$ cat config.mk
export PLATFORM = sky130hd
export DESIGN_NAME = codec_init_seq_flat
export DESIGN_NICKNAME = d
export VERILOG_FILES = /design/src/rtl/codec_init_seq_pkg.sv /design/src/rtl/codec_init_seq_if.sv /design/src/rtl/codec_init_seq_rom.sv /design/src/rtl/codec_init_seq.sv /design/src/flat_wrapper.sv
export SDC_FILE = /design/constraint.sdc
export NUM_CORES = 1
export LEC_CHECK = 0
export ABC_AREA = 1
export CAP_MARGIN = 20
export CORE_UTILIZATION = 30
export DETAILED_ROUTE_END_ITERATION = 10
export PLACE_DENSITY_LB_ADDON = 0.12
export SYNTH_ARGS = -nofsm -noshare
export SYNTH_HDL_FRONTEND = slang
export SYNTH_SLANG_ARGS = --single-unit
$ cat constraint.sdc
create_clock -name clk -period 1.95 [get_ports clk]
set_input_delay 0.39 -clock clk [delete_from_list [all_inputs] [get_ports clk]]
set_output_delay 0.39 -clock clk [all_outputs]
set_load 0.1 [all_outputs]
$ cat src/rtl/codec_init_seq_pkg.sv
// Shared types and constants for the SSM2603 codec init sequencer.
// Defines the table entry, device/register addresses and FSM state encoding.
package codec_pkg;

   localparam logic [6:0] SSM2603_DEV_ADDR = 7'h1A;

   localparam logic [6:0] R_LIN   = 7'h00;
   localparam logic [6:0] R_RIN   = 7'h01;
   localparam logic [6:0] R_LHP   = 7'h02;
   localparam logic [6:0] R_RHP   = 7'h03;
   localparam logic [6:0] R_APATH = 7'h04;
   localparam logic [6:0] R_DPATH = 7'h05;
   localparam logic [6:0] R_PWR   = 7'h06;
   localparam logic [6:0] R_DIF   = 7'h07;
   localparam logic [6:0] R_SR    = 7'h08;
   localparam logic [6:0] R_ACT   = 7'h09;
   localparam logic [6:0] R_RESET = 7'h0F;

   typedef struct packed {
      logic       dly;
      logic [6:0] addr;
      logic [8:0] data;
   } init_entry_t;

   typedef enum logic [2:0] {
      ST_POWERUP,
      ST_LOAD,
      ST_ISSUE,
      ST_WAIT_RSP,
      ST_SETTLE,
      ST_NEXT,
      ST_DONE,
      ST_ERROR
   } init_state_t;

   function automatic int unsigned max3(input int unsigned a, input int unsigned b,
                                        input int unsigned c);
      int unsigned m;
      m = (a > b) ? a : b;
      return (m > c) ? m : c;
   endfunction

endpackage

$ cat src/rtl/codec_init_seq_if.sv
// Command/response channel between the init sequencer and the I2C master.
interface codec_init_seq_if;

   logic       cmd_valid;
   logic       cmd_ready;
   logic [6:0] cmd_dev_addr;
   logic [7:0] cmd_byte0;
   logic [7:0] cmd_byte1;
   logic       rsp_valid;
   logic       rsp_nack;

   modport master (
      output cmd_valid, cmd_dev_addr, cmd_byte0, cmd_byte1,
      input  cmd_ready, rsp_valid, rsp_nack
   );

   modport slave (
      input  cmd_valid, cmd_dev_addr, cmd_byte0, cmd_byte1,
      output cmd_ready, rsp_valid, rsp_nack
   );

endinterface

$ cat src/rtl/codec_init_seq_rom.sv
// Fixed SSM2603 power-up register table; purely combinational lookup.
module codec_init_rom
   import codec_pkg::*;
#(
   parameter int unsigned IDX_W = 4
) (
   input  logic [IDX_W-1:0] idx,
   output init_entry_t      entry
);

   // Reset first (with settle), power up core blocks, program paths, activate, then outputs on.
   always_comb begin
      entry = '0;
      case (int'(idx))
         0:  entry = '{1'b1, R_RESET, 9'h000};
         1:  entry = '{1'b0, R_PWR,   9'h072};
         2:  entry = '{1'b0, R_LIN,   9'h017};
         3:  entry = '{1'b0, R_RIN,   9'h017};
         4:  entry = '{1'b0, R_LHP,   9'h079};
         5:  entry = '{1'b0, R_RHP,   9'h079};
         6:  entry = '{1'b0, R_APATH, 9'h012};
         7:  entry = '{1'b0, R_DPATH, 9'h000};
         8:  entry = '{1'b0, R_DIF,   9'h00A};
         9:  entry = '{1'b0, R_SR,    9'h000};
         10: entry = '{1'b1, R_ACT,   9'h001};
         11: entry = '{1'b0, R_PWR,   9'h062};
         default: entry = '0;
      endcase
   end

endmodule

$ cat src/rtl/codec_init_seq.sv
// Walks the SSM2603 init table after reset, one 3-byte I2C write per entry.
// Optional macro CODEC_INIT_RETRY_EN: retry NACK/timeout up to MAX_RETRY times per entry.
module codec_init_seq
   import codec_pkg::*;
#(
   parameter int unsigned NUM_REGS       = 12,
   parameter int unsigned POWERUP_CYCLES = 12_500_000,
   parameter int unsigned DELAY_CYCLES   = 6_250_000,
   parameter int unsigned TIMEOUT_CYCLES = 1_000_000,
   parameter int unsigned MAX_RETRY      = 3
) (
   input  logic                        clk,
   input  logic                        rst_n,
   input  logic                        restart,
   codec_init_seq_if.master            cmd,
   output logic                        busy,
   output logic                        init_done,
   output logic                        init_err,
   output logic [$clog2(NUM_REGS)-1:0] err_index
);

   localparam int unsigned IDX_W   = $clog2(NUM_REGS);
   localparam int unsigned CNT_MAX = max3(POWERUP_CYCLES, DELAY_CYCLES, TIMEOUT_CYCLES);
   localparam int unsigned CNT_W   = $clog2(CNT_MAX + 1);

   if (NUM_REGS < 2 || POWERUP_CYCLES == 0 || DELAY_CYCLES == 0 ||
       TIMEOUT_CYCLES == 0 || MAX_RETRY > 255) begin : g_bad_param
      $error("codec_init_seq: unsupported parameter set");
   end

   init_state_t      state_q, state_d;
   logic [IDX_W-1:0] idx_q, idx_d;
   logic [CNT_W-1:0] cnt_q, cnt_d;
   logic             dly_q, dly_d;
   logic [7:0]       byte0_q, byte0_d;
   logic [7:0]       byte1_q, byte1_d;
   logic             valid_q, valid_d;
   logic             busy_q, busy_d;
   logic             done_q, done_d;
   logic             err_q, err_d;
   logic [IDX_W-1:0] err_idx_q, err_idx_d;
   logic             fail;
   init_entry_t      rom_entry;

`ifdef CODEC_INIT_RETRY_EN
   localparam int unsigned RETRY_W = $clog2(MAX_RETRY + 1) > 0 ? $clog2(MAX_RETRY + 1) : 1;
   logic [RETRY_W-1:0] retry_q, retry_d;
`endif

   codec_init_rom #(.IDX_W(IDX_W)) u_rom (
      .idx   (idx_q),
      .entry (rom_entry)
   );

   // Next-state and next-output logic; outputs are registered from the next state.
   always_comb begin
      state_d = state_q;
      idx_d   = idx_q;
      cnt_d   = cnt_q;
      dly_d   = dly_q;
      byte0_d = byte0_q;
      byte1_d = byte1_q;
      fail    = 1'b0;
`ifdef CODEC_INIT_RETRY_EN
      retry_d = retry_q;
`endif

      case (state_q)
         ST_POWERUP: begin
            if (cnt_q == CNT_W'(POWERUP_CYCLES - 1)) begin
               cnt_d   = '0;
               state_d = ST_LOAD;
            end else begin
               cnt_d = cnt_q + CNT_W'(1);
            end
         end
         ST_LOAD: begin
            byte0_d = {rom_entry.addr, rom_entry.data[8]};
            byte1_d = rom_entry.data[7:0];
            dly_d   = rom_entry.dly;
`ifdef CODEC_INIT_RETRY_EN
            retry_d = '0;
`endif
            state_d = ST_ISSUE;
         end
         ST_ISSUE: begin
            if (valid_q && cmd.cmd_ready) begin
               cnt_d   = '0;
               state_d = ST_WAIT_RSP;
            end
         end
         ST_WAIT_RSP: begin
            cnt_d = cnt_q + CNT_W'(1);
            if (cmd.rsp_valid && !cmd.rsp_nack) begin
               cnt_d   = '0;
               state_d = dly_q ? ST_SETTLE : ST_NEXT;
            end else if (cmd.rsp_valid || cnt_q == CNT_W'(TIMEOUT_CYCLES - 1)) begin
               fail = 1'b1;
            end
         end
         ST_SETTLE: begin
            if (cnt_q == CNT_W'(DELAY_CYCLES - 1)) begin
               cnt_d   = '0;
               state_d = ST_NEXT;
            end else begin
               cnt_d = cnt_q + CNT_W'(1);
            end
         end
         ST_NEXT: begin
            if (idx_q == IDX_W'(NUM_REGS - 1)) begin
               state_d = ST_DONE;
            end else begin
               idx_d   = idx_q + IDX_W'(1);
               state_d = ST_LOAD;
            end
         end
         ST_DONE, ST_ERROR: begin
            if (restart) begin
               idx_d   = '0;
               cnt_d   = '0;
               state_d = ST_LOAD;
            end
         end
      endcase

      // NACK or timeout: retry the same entry while budget remains, else abort.
      if (fail) begin
`ifdef CODEC_INIT_RETRY_EN
         if (retry_q < RETRY_W'(MAX_RETRY)) begin
            retry_d = retry_q + RETRY_W'(1);
            state_d = ST_ISSUE;
         end else begin
            state_d = ST_ERROR;
         end
`else
         state_d = ST_ERROR;
`endif
      end

      valid_d   = (state_d == ST_ISSUE);
      busy_d    = !(state_d inside {ST_DONE, ST_ERROR});
      done_d    = (state_d == ST_DONE);
      err_d     = (state_d == ST_ERROR);
      err_idx_d = (state_d == ST_ERROR) ? idx_q : '0;
   end

   // State and registered outputs.
   always_ff @(posedge clk or negedge rst_n) begin
      if (!rst_n) begin
         state_q   <= ST_POWERUP;
         idx_q     <= '0;
         cnt_q     <= '0;
         dly_q     <= 1'b0;
         byte0_q   <= '0;
         byte1_q   <= '0;
         valid_q   <= 1'b0;
         busy_q    <= 1'b1;
         done_q    <= 1'b0;
         err_q     <= 1'b0;
         err_idx_q <= '0;
`ifdef CODEC_INIT_RETRY_EN
         retry_q   <= '0;
`endif
      end else begin
         state_q   <= state_d;
         idx_q     <= idx_d;
         cnt_q     <= cnt_d;
         dly_q     <= dly_d;
         byte0_q   <= byte0_d;
         byte1_q   <= byte1_d;
         valid_q   <= valid_d;
         busy_q    <= busy_d;
         done_q    <= done_d;
         err_q     <= err_d;
         err_idx_q <= err_idx_d;
`ifdef CODEC_INIT_RETRY_EN
         retry_q   <= retry_d;
`endif
      end
   end

   assign cmd.cmd_valid    = valid_q;
   assign cmd.cmd_dev_addr = SSM2603_DEV_ADDR;
   assign cmd.cmd_byte0    = byte0_q;
   assign cmd.cmd_byte1    = byte1_q;
   assign busy             = busy_q;
   assign init_done        = done_q;
   assign init_err         = err_q;
   assign err_index        = err_idx_q;

endmodule
$ cat src/flat_wrapper.sv
// flat-port wrapper written by rule: the top's interface ports become plain ports
module codec_init_seq_flat import codec_pkg::*;
#(
   parameter int unsigned NUM_REGS       = 12,
   parameter int unsigned POWERUP_CYCLES = 12_500_000,
   parameter int unsigned DELAY_CYCLES   = 6_250_000,
   parameter int unsigned TIMEOUT_CYCLES = 1_000_000,
   parameter int unsigned MAX_RETRY      = 3
)
  (clk, rst_n, restart, busy, init_done, init_err, err_index, cmd_cmd_valid, cmd_cmd_dev_addr, cmd_cmd_byte0, cmd_cmd_byte1, cmd_cmd_ready, cmd_rsp_valid, cmd_rsp_nack);
  codec_init_seq_if cmd_i ();
  input  logic clk;
  input  logic rst_n;
  input  logic restart;
  output logic busy;
  output logic init_done;
  output logic init_err;
  output logic [$clog2(NUM_REGS)-1:0] err_index;
  output wire logic [$bits(cmd_i.cmd_valid)-1:0] cmd_cmd_valid;
  output wire logic [$bits(cmd_i.cmd_dev_addr)-1:0] cmd_cmd_dev_addr;
  output wire logic [$bits(cmd_i.cmd_byte0)-1:0] cmd_cmd_byte0;
  output wire logic [$bits(cmd_i.cmd_byte1)-1:0] cmd_cmd_byte1;
  input wire logic [$bits(cmd_i.cmd_ready)-1:0] cmd_cmd_ready;
  input wire logic [$bits(cmd_i.rsp_valid)-1:0] cmd_rsp_valid;
  input wire logic [$bits(cmd_i.rsp_nack)-1:0] cmd_rsp_nack;
  assign cmd_cmd_valid = cmd_i.cmd_valid;
  assign cmd_cmd_dev_addr = cmd_i.cmd_dev_addr;
  assign cmd_cmd_byte0 = cmd_i.cmd_byte0;
  assign cmd_cmd_byte1 = cmd_i.cmd_byte1;
  assign cmd_i.cmd_ready = cmd_cmd_ready;
  assign cmd_i.rsp_valid = cmd_rsp_valid;
  assign cmd_i.rsp_nack = cmd_rsp_nack;
  codec_init_seq #(.NUM_REGS(NUM_REGS), .POWERUP_CYCLES(POWERUP_CYCLES), .DELAY_CYCLES(DELAY_CYCLES), .TIMEOUT_CYCLES(TIMEOUT_CYCLES), .MAX_RETRY(MAX_RETRY)) u_core (.clk(clk), .rst_n(rst_n), .restart(restart), .cmd(cmd_i), .busy(busy), .init_done(init_done), .init_err(init_err), .err_index(err_index));
endmodule
==> results of run 1 <==
cell type report:
type | instances | share of cell area
multi-input cells | 306 | 0.432
flip-flops and latches | 50 | 0.348
repair buffers | 44 | 0.102
inverters | 45 | 0.0470
well taps | 133 | 0.0463
clock buffers | 5 | 0.0191
clock inverters | 3 | 0.00626
cell families (layout without fill, tap and decap cells):
| family | after synthesis | count (layout) | synth area share |
|---|---|---|---|
| adders and majority gates | 11 | 11 | 0.0449 |
| other | 2 | 12 | 0.00245 |
| buffers and inverters | 65 | 97 | 0.104 |
| xor gates and xnor gates | 12 | 12 | 0.0343 |
| AOI/OAI and AO/OA | 40 | 40 | 0.0747 |
| DFF | 50 | 50 | 0.409 |
| and+or+nand+nor | 231 | 231 | 0.331 |
power breakdown:
part / leakage [nW] / internal [mW] / total (mW) / switching (mW)
registers: 0.662 / 1.27 / 1.48 / 0.214
clock network: 0.0489 / 0.261 / 0.652 / 0.391
logic: 0.980 / 0.820 / 3.00 / 2.18
total: 1.69 / 2.35 / 5.13 / 2.78
per-stage QoR:
| stage | hold WS (ns) | instances | power [mW] | cell area, µm² | setup WS, ns |
|---|---|---|---|---|---|
| floorplan | 0.0944 | 421 | 3.69 | 3100 | 0.0667 |
| global placement | 0.321 | 575 | 4.46 | 3460 | 0.0476 |
| detailed placement | 0.326 | 575 | 4.45 | 3460 | 0.0338 |
| CTS | 0.492 | 584 | 5.13 | 3560 | 0.0286 |
| global route | 0.539 | 586 | 5.49 | 3600 | 0.00412 |
| finish | 0.488 | 586 | 5.13 | 3600 | 0.163 |
sequential cells by signal (all words and copies together) (netlist names):
register              cells
u_core.err_index          4
u_core.cmd.cmd_byte1      6
u_core.cmd.cmd_valid      1
u_core.busy               1
u_core.idx_q              4
u_core.cnt_q             24
u_core.cmd.cmd_byte0      4
u_core.init_err           1
u_core.init_done          1
u_core.state_q            3
u_core.dly_q              1
repair_timing:
| item | 4_1_cts | 5_1_grt |
|---|---|---|
| setup endpoints to repair | 0 | 25 |
| setup buffers | 0 | 2 |
| hold endpoints to repair | 13 | 0 |
| gates resized for setup | 0 | 4 |
| hold buffers | 1 | 0 |
cells in the final DEF (no fill, tap or decap), types with 2 or more instances in the layout:
master | synthesis | final
a21oi_1 | 13 | 13
a31oi_1 | 2 | 2
buf_12 | 0 | 2
buf_4 | 13 | 36
clkbuf_8 | 0 | 5
clkdlybuf4s50_1 | 0 | 4
conb_1 | 2 | 12
dfrtp_1 | 49 | 49
ha_1 | 11 | 11
inv_1 | 43 | 43
inv_6 | 0 | 2
nand2_1 | 95 | 94
nand2_2 | 3 | 4
nand3_1 | 32 | 31
nand3_2 | 2 | 2
nand3_4 | 1 | 2
nand4_1 | 11 | 11
nor2_1 | 71 | 71
nor2_4 | 3 | 3
nor3_1 | 9 | 8
nor3_2 | 1 | 2
o211ai_1 | 2 | 2
o21ai_0 | 17 | 17
o22ai_1 | 3 | 3
xnor2_1 | 2 | 2
xor2_1 | 10 | 10
per-layer routing:
metal	up-vias	global-route usage	routed length, µm
met5	-	0	0
met4	0	0.0466	41
met3	5	0.0244	238
met2	54	0.256	3740
met1	1273	0.224	3790
li1	1362	-	-
final timing paths:
check,endpoint,slack (ns),start,cells past startpoint
hold reg to reg,u_core.idx_q[0],0.49,u_core.idx_q[0],1
min in group asynchronous,u_core.init_err,0.55,rst_n,2
hold / removal,u_core.idx_q[0],0.49,u_core.idx_q[0],1
max in group asynchronous,u_core.busy,0.81,rst_n,3
setup / recovery,u_core.cnt_q[4],0.16,u_core.cnt_q[0],11
setup reg to reg,u_core.cnt_q[4],0.16,u_core.cnt_q[0],11
==> flow_summary_export.csv, run 1 <==
group,metric,value,unit
status,outcome,"finished, final reports clean",
drt,routed_via_density,4.60,
drt,drtIter0Drc,100,
critical_path,critPathTopFamily,"simple AND/OR/NAND/NOR gates",
critical_path,path_max_fanout,8,
timing,fmax,560,MHz
place,io_buffers,24,
pwr,power.density,1430,nW/µm²
floorplan,die_area,10600,µm²
critical_path,critPathLaunchType,"flop",
cts,cts_tree,"built",
drt,antenna_left,0,
critical_path,critPathSlowestCell,"dfrtp_1",
drt,routedWlPerCell,13.3,µm
cts,clock_latency,0.31,ns
layout,fillers,1086,
cts,cts_num_sinks,50,
critical_path,critPathBufInv,1,
global_routing,grt_max_degree,18,
synthesis,async_flop_share,1.00,
synthesis,yosysUniqueCellTypes,34,
synthesis,synth_edf_count,0,
place,dp_hpwl,6090,µm
synthesis,synth_commonest_cells,"nand2_1, nor2_1, dfrtp_1, inv_1, nand3_1",
cts,clkTransAtPathRegs,0.10,ns
place,gp_congestion,0.889,
floorplan,placementRows,36,
floorplan,design.core.area,9820,µm²
critical_path,cpPeakStageDelay,0.39,ns
drt,num_vias,2694,
drt,drt_first_pass_iters,4,
floorplan,fp.dieH,103,µm
timing,clock_skew,0.0126,ns
critical_path,crit_path_end_kind,"flop",
synthesis,netlist_area,3070,µm²
cts,cts_root_buf,"clkbuf_8",
global_routing,grt.total_usage,0.160,
cts,cts_buffer_depth,2,
layout,multi_input_area,1550,µm²
timing,drv_slew,0,
timing,tns,0,ns
timing,hold_viol,0,
timing,fin_crit_sh,0.916,
synthesis,ys_warn_count,0,
critical_path,worstSetupPathType,"flop to flop",
global_routing,grt_overflow,0,
global_routing,grt_pass1_vias,2578,
synthesis,synth_top_cell_area_share,0.400,
global_routing,grt_first_pass_wirelength,13000,µm
layout,antennaDiodeCount,0,
flow_run,maxCapViolations,0,
synthesis,ys_ff_latch,50,
layout,seq_area,1250,µm²
synthesis,yosysMostFrequentCell,"nand2_1",
global_routing,antenna_found_initial,0,
pwr,ir_drop,1160,µV
drt,drc,0,
synthesis,syn_inst,411,
floorplan,ios,37,
layout,layout-drive-gt1-share,0.143,
synthesis,synth_flop_cell,"dfrtp_1",
timing,fin_crit,1.79,ns
layout,area_delta_synth_final,17.3,%
cts,cts_buffers,5,
pwr,p_leak,1.69,nW
hold_path,worstHoldPathType,"flop to flop",
synthesis,yosysTopAreaCell,"dfrtp_1",
synthesis,synth.area.top_cells,"dfrtp_1, nand2_1, nor2_1, inv_1, nand3_1",
critical_path,required,2.15,ns
cts,htreeDepth,2,
synthesis,seq_area_frac_synth,0.409,
floorplan,initial_core_util,0.312,
layout,fin_util,0.366,
critical_path,cp.arrival,1.99,ns
floorplan,die_x,103,µm
synthesis,syn-mean-instance-area,7.46,µm²
timing,rsz0062_at_grt,"false",
drt,wirelength,7810,µm
critical_path,crit_path_cell_trace,"ha_1, nand2_2, nor2_1, nand2_1, nor2_1, nand2_1, nand2_1, nand2_2, a21oi_4, buf_4, nor2_1",
layout,final_net_count,469,
timing,setup_viol,0,
Note: power is estimated with default switching activity, not from simulation.
==> inputs of run 2 (changes only) <==
--- a/config.mk
+++ b/config.mk
@@ -7,7 +7,7 @@
 export LEC_CHECK = 0
 export ABC_AREA = 1
 export CAP_MARGIN = 20
-export CORE_UTILIZATION = 30
+export CORE_UTILIZATION = 40
 export DETAILED_ROUTE_END_ITERATION = 10
 export PLACE_DENSITY_LB_ADDON = 0.12
 export SYNTH_ARGS = -nofsm -noshare
==> run 2 against run 1 <==
Final cell count fell by 7.2%. Worst hold slack got worse by 0.45 ns. Largest power group unchanged. Global-route usage rose by 4.6 points. Register-to-register slack barely moved. Total power fell by 1.6%. Critical path type unchanged. Non-clock buffer count fell by 8.
==> flow_summary_export.csv, run 2 (same netlist as run 1, synthesis figures left out) <==
group,metric,value,unit
floorplan,die_area,8020,µm²
timing,setup_ws,0.169,ns
pwr,switchingPower,2.74,mW
pwr,clkPwrFrac,0.124,
layout,seq_area,1250,µm²
critical_path,crit_path_end_kind,"flop",
drt,routed_via_density,4.93,
place,dp_hpwl,5730,µm
critical_path,critPathLaunchType,"flop",
layout,area_delta_synth_final,14.5,%
layout,fin_util,0.479,
place,io_buffers,24,
critical_path,crit_path_cell_trace,"nand2_1, or2_1, nand3_4, buf_12, nor2_1, nand2_1, inv_1, o21ai_0, nor2_1",
drt,drtIter0Drc,136,
cts,cts_buffers,5,
critical_path,critPathTopFamily,"simple AND/OR/NAND/NOR gates",
layout,layout_common_cells,"nand2_1, nor2_1, dfrtp_1",
timing,slew_headroom,0.660,
cts,htreeDepth,2,
layout,largest_reg_flops,24,
timing,fin_crit,1.78,ns
timing,drv_slew,0,
drt,drt_first_pass_iters,4,
layout,layout-drive-gt1-share,0.128,
global_routing,grt_first_pass_wirelength,12600,µm
pwr,intPower,2.31,mW
pwr,ir_drop,1020,µV
layout,multi_input_area,1550,µm²
layout,final_net_count,461,
timing,tightest_slew,0.505,ns
global_routing,grt_max_degree,31,
drt,drc,0,
critical_path,critPathBufInv,2,
floorplan,placementRows,31,
layout,max_flop_register,"u_core.cnt_q",
global_routing,grt.total_usage,0.206,
status,outcome,"finished, final reports clean",
pwr,p_leak,1.65,nW
cts,cts_tree,"built",
timing,fin_crit_sh,0.913,
place,gp_congestion,0.952,
cts,cts_buffer_depth,2,
critical_path,cpPeakStageDelay,0.48,ns
floorplan,design.core.area,7330,µm²
cts,clkTransAtPathRegs,0.10,ns
floorplan,die_x,89.5,µm
timing,rsz0062_at_grt,"false",
floorplan,fp.dieH,89.5,µm
critical_path,critPathSlowestCell,"dfrtp_1",
pwr,seqPwrFrac,0.293,
cts,cts_root_buf,"clkbuf_8",
critical_path,cp.arrival,1.98,ns
pwr,pwr-share-comb,0.583,
drt,wirelength,7460,µm
layout,fillers,740,
critical_path,worstSetupPathType,"flop to flop",
drt,antenna_left,0,
drt,num_vias,2682,
global_routing,grt_overflow,0,
cts,cts_num_sinks,50,
cts,clock_latency,0.31,ns
critical_path,required,2.15,ns
layout,antennaDiodeCount,0,
hold_path,worstHoldPathType,"input pin to async pin",
global_routing,antenna_found_initial,0,
drt,routedWlPerCell,13.7,µm
global_routing,grt_pass1_vias,2603,
pwr,p_sw_frac,0.543,
timing,hold_viol,0,
place,post-place-ws,-0.0545,ns
timing,fmax,562,MHz
layout,layout_commonest_cell,"nand2_1",
critical_path,path_max_fanout,14,
pwr,power.density,1440,nW/µm²
cts,postCtsHoldBufs,0,
floorplan,ios,37,
flow_run,maxCapViolations,0,
timing,setup_viol,0,
floorplan,initial_core_util,0.418,
timing,clock_skew,0.0101,ns
[run 2: cell count changes in the layout (fill, tap and decap cells not counted), sizes merged]
cell / delta
dlygate4sd3: -1
inv: -2
clkinvlp: +1
clkinv: +1
buf: -7
[run 2: per-layer routing]
layer / share of wire / track usage / up-vias / wire length, µm
li1: - / - / 1353 / -
met1: 0.45 / 0.261 / 1259 / 3370
met2: 0.50 / 0.368 / 63 / 3720
met3: 0.039 / 0.0360 / 7 / 289
met4: 0.0093 / 0.0404 / 0 / 69
met5: 0 / 0 / - / 0
[run 2: power by group through the flow]
stage	logic, mW	registers (mW)	clock network (mW)
after CTS	2.93	1.48	0.655
after global routing	3.16	1.51	0.683
after floorplan	1.40	2.29	0
final	2.94	1.48	0.626
after detailed placement	2.92	1.50	0
after global placement	2.92	1.49	0
[run 2: metrics by stage]
step	area [µm²]	power, mW	hold slack [ns]	TNS [ns]	std cells
5_1_grt	3510	5.36	0.0707	0	544
4_1_cts	3480	5.06	0.0532	0	542
6_report	3510	5.05	0.0380	0	544
2_1_floorplan	3100	3.69	0.0944	0	421
3_3_place_gp	3390	4.41	0.398	0	534
3_5_place_dp	3390	4.42	0.395	-0.157	534
[run 2: final timing paths]
kind / cells past startpoint / slack, ns / from / endpoint
hold reg to reg: 2 / 0.50 / u_core.cmd.cmd_byte1[2] / u_core.cmd.cmd_byte1[2]
min in group clk: 2 / 0.50 / u_core.cmd.cmd_byte1[2] / u_core.cmd.cmd_byte1[2]
setup / recovery: 9 / 0.17 / u_core.state_q[1] / u_core.cnt_q[10]
max in group asynchronous: 2 / 1.38 / rst_n / u_core.cmd.cmd_byte0[3]
hold / removal: 1 / 0.04 / rst_n / u_core.cnt_q[21]
setup reg to reg: 9 / 0.17 / u_core.state_q[1] / u_core.cnt_q[10]
[run 2: layout make-up]
| type | instances | area share |
|---|---|---|
| inverters | 45 | 0.0481 |
| clock buffers | 5 | 0.0196 |
| multi-input cells | 306 | 0.441 |
| well taps | 99 | 0.0353 |
| clock inverters | 3 | 0.00606 |
| repair buffers | 36 | 0.0934 |
| flip-flops and latches | 50 | 0.357 |
[run 2: what timing repair did]
action,in CTS,in global routing
endpoints found under the setup margin,0,24
setup buffers,0,2
resized for setup,0,3
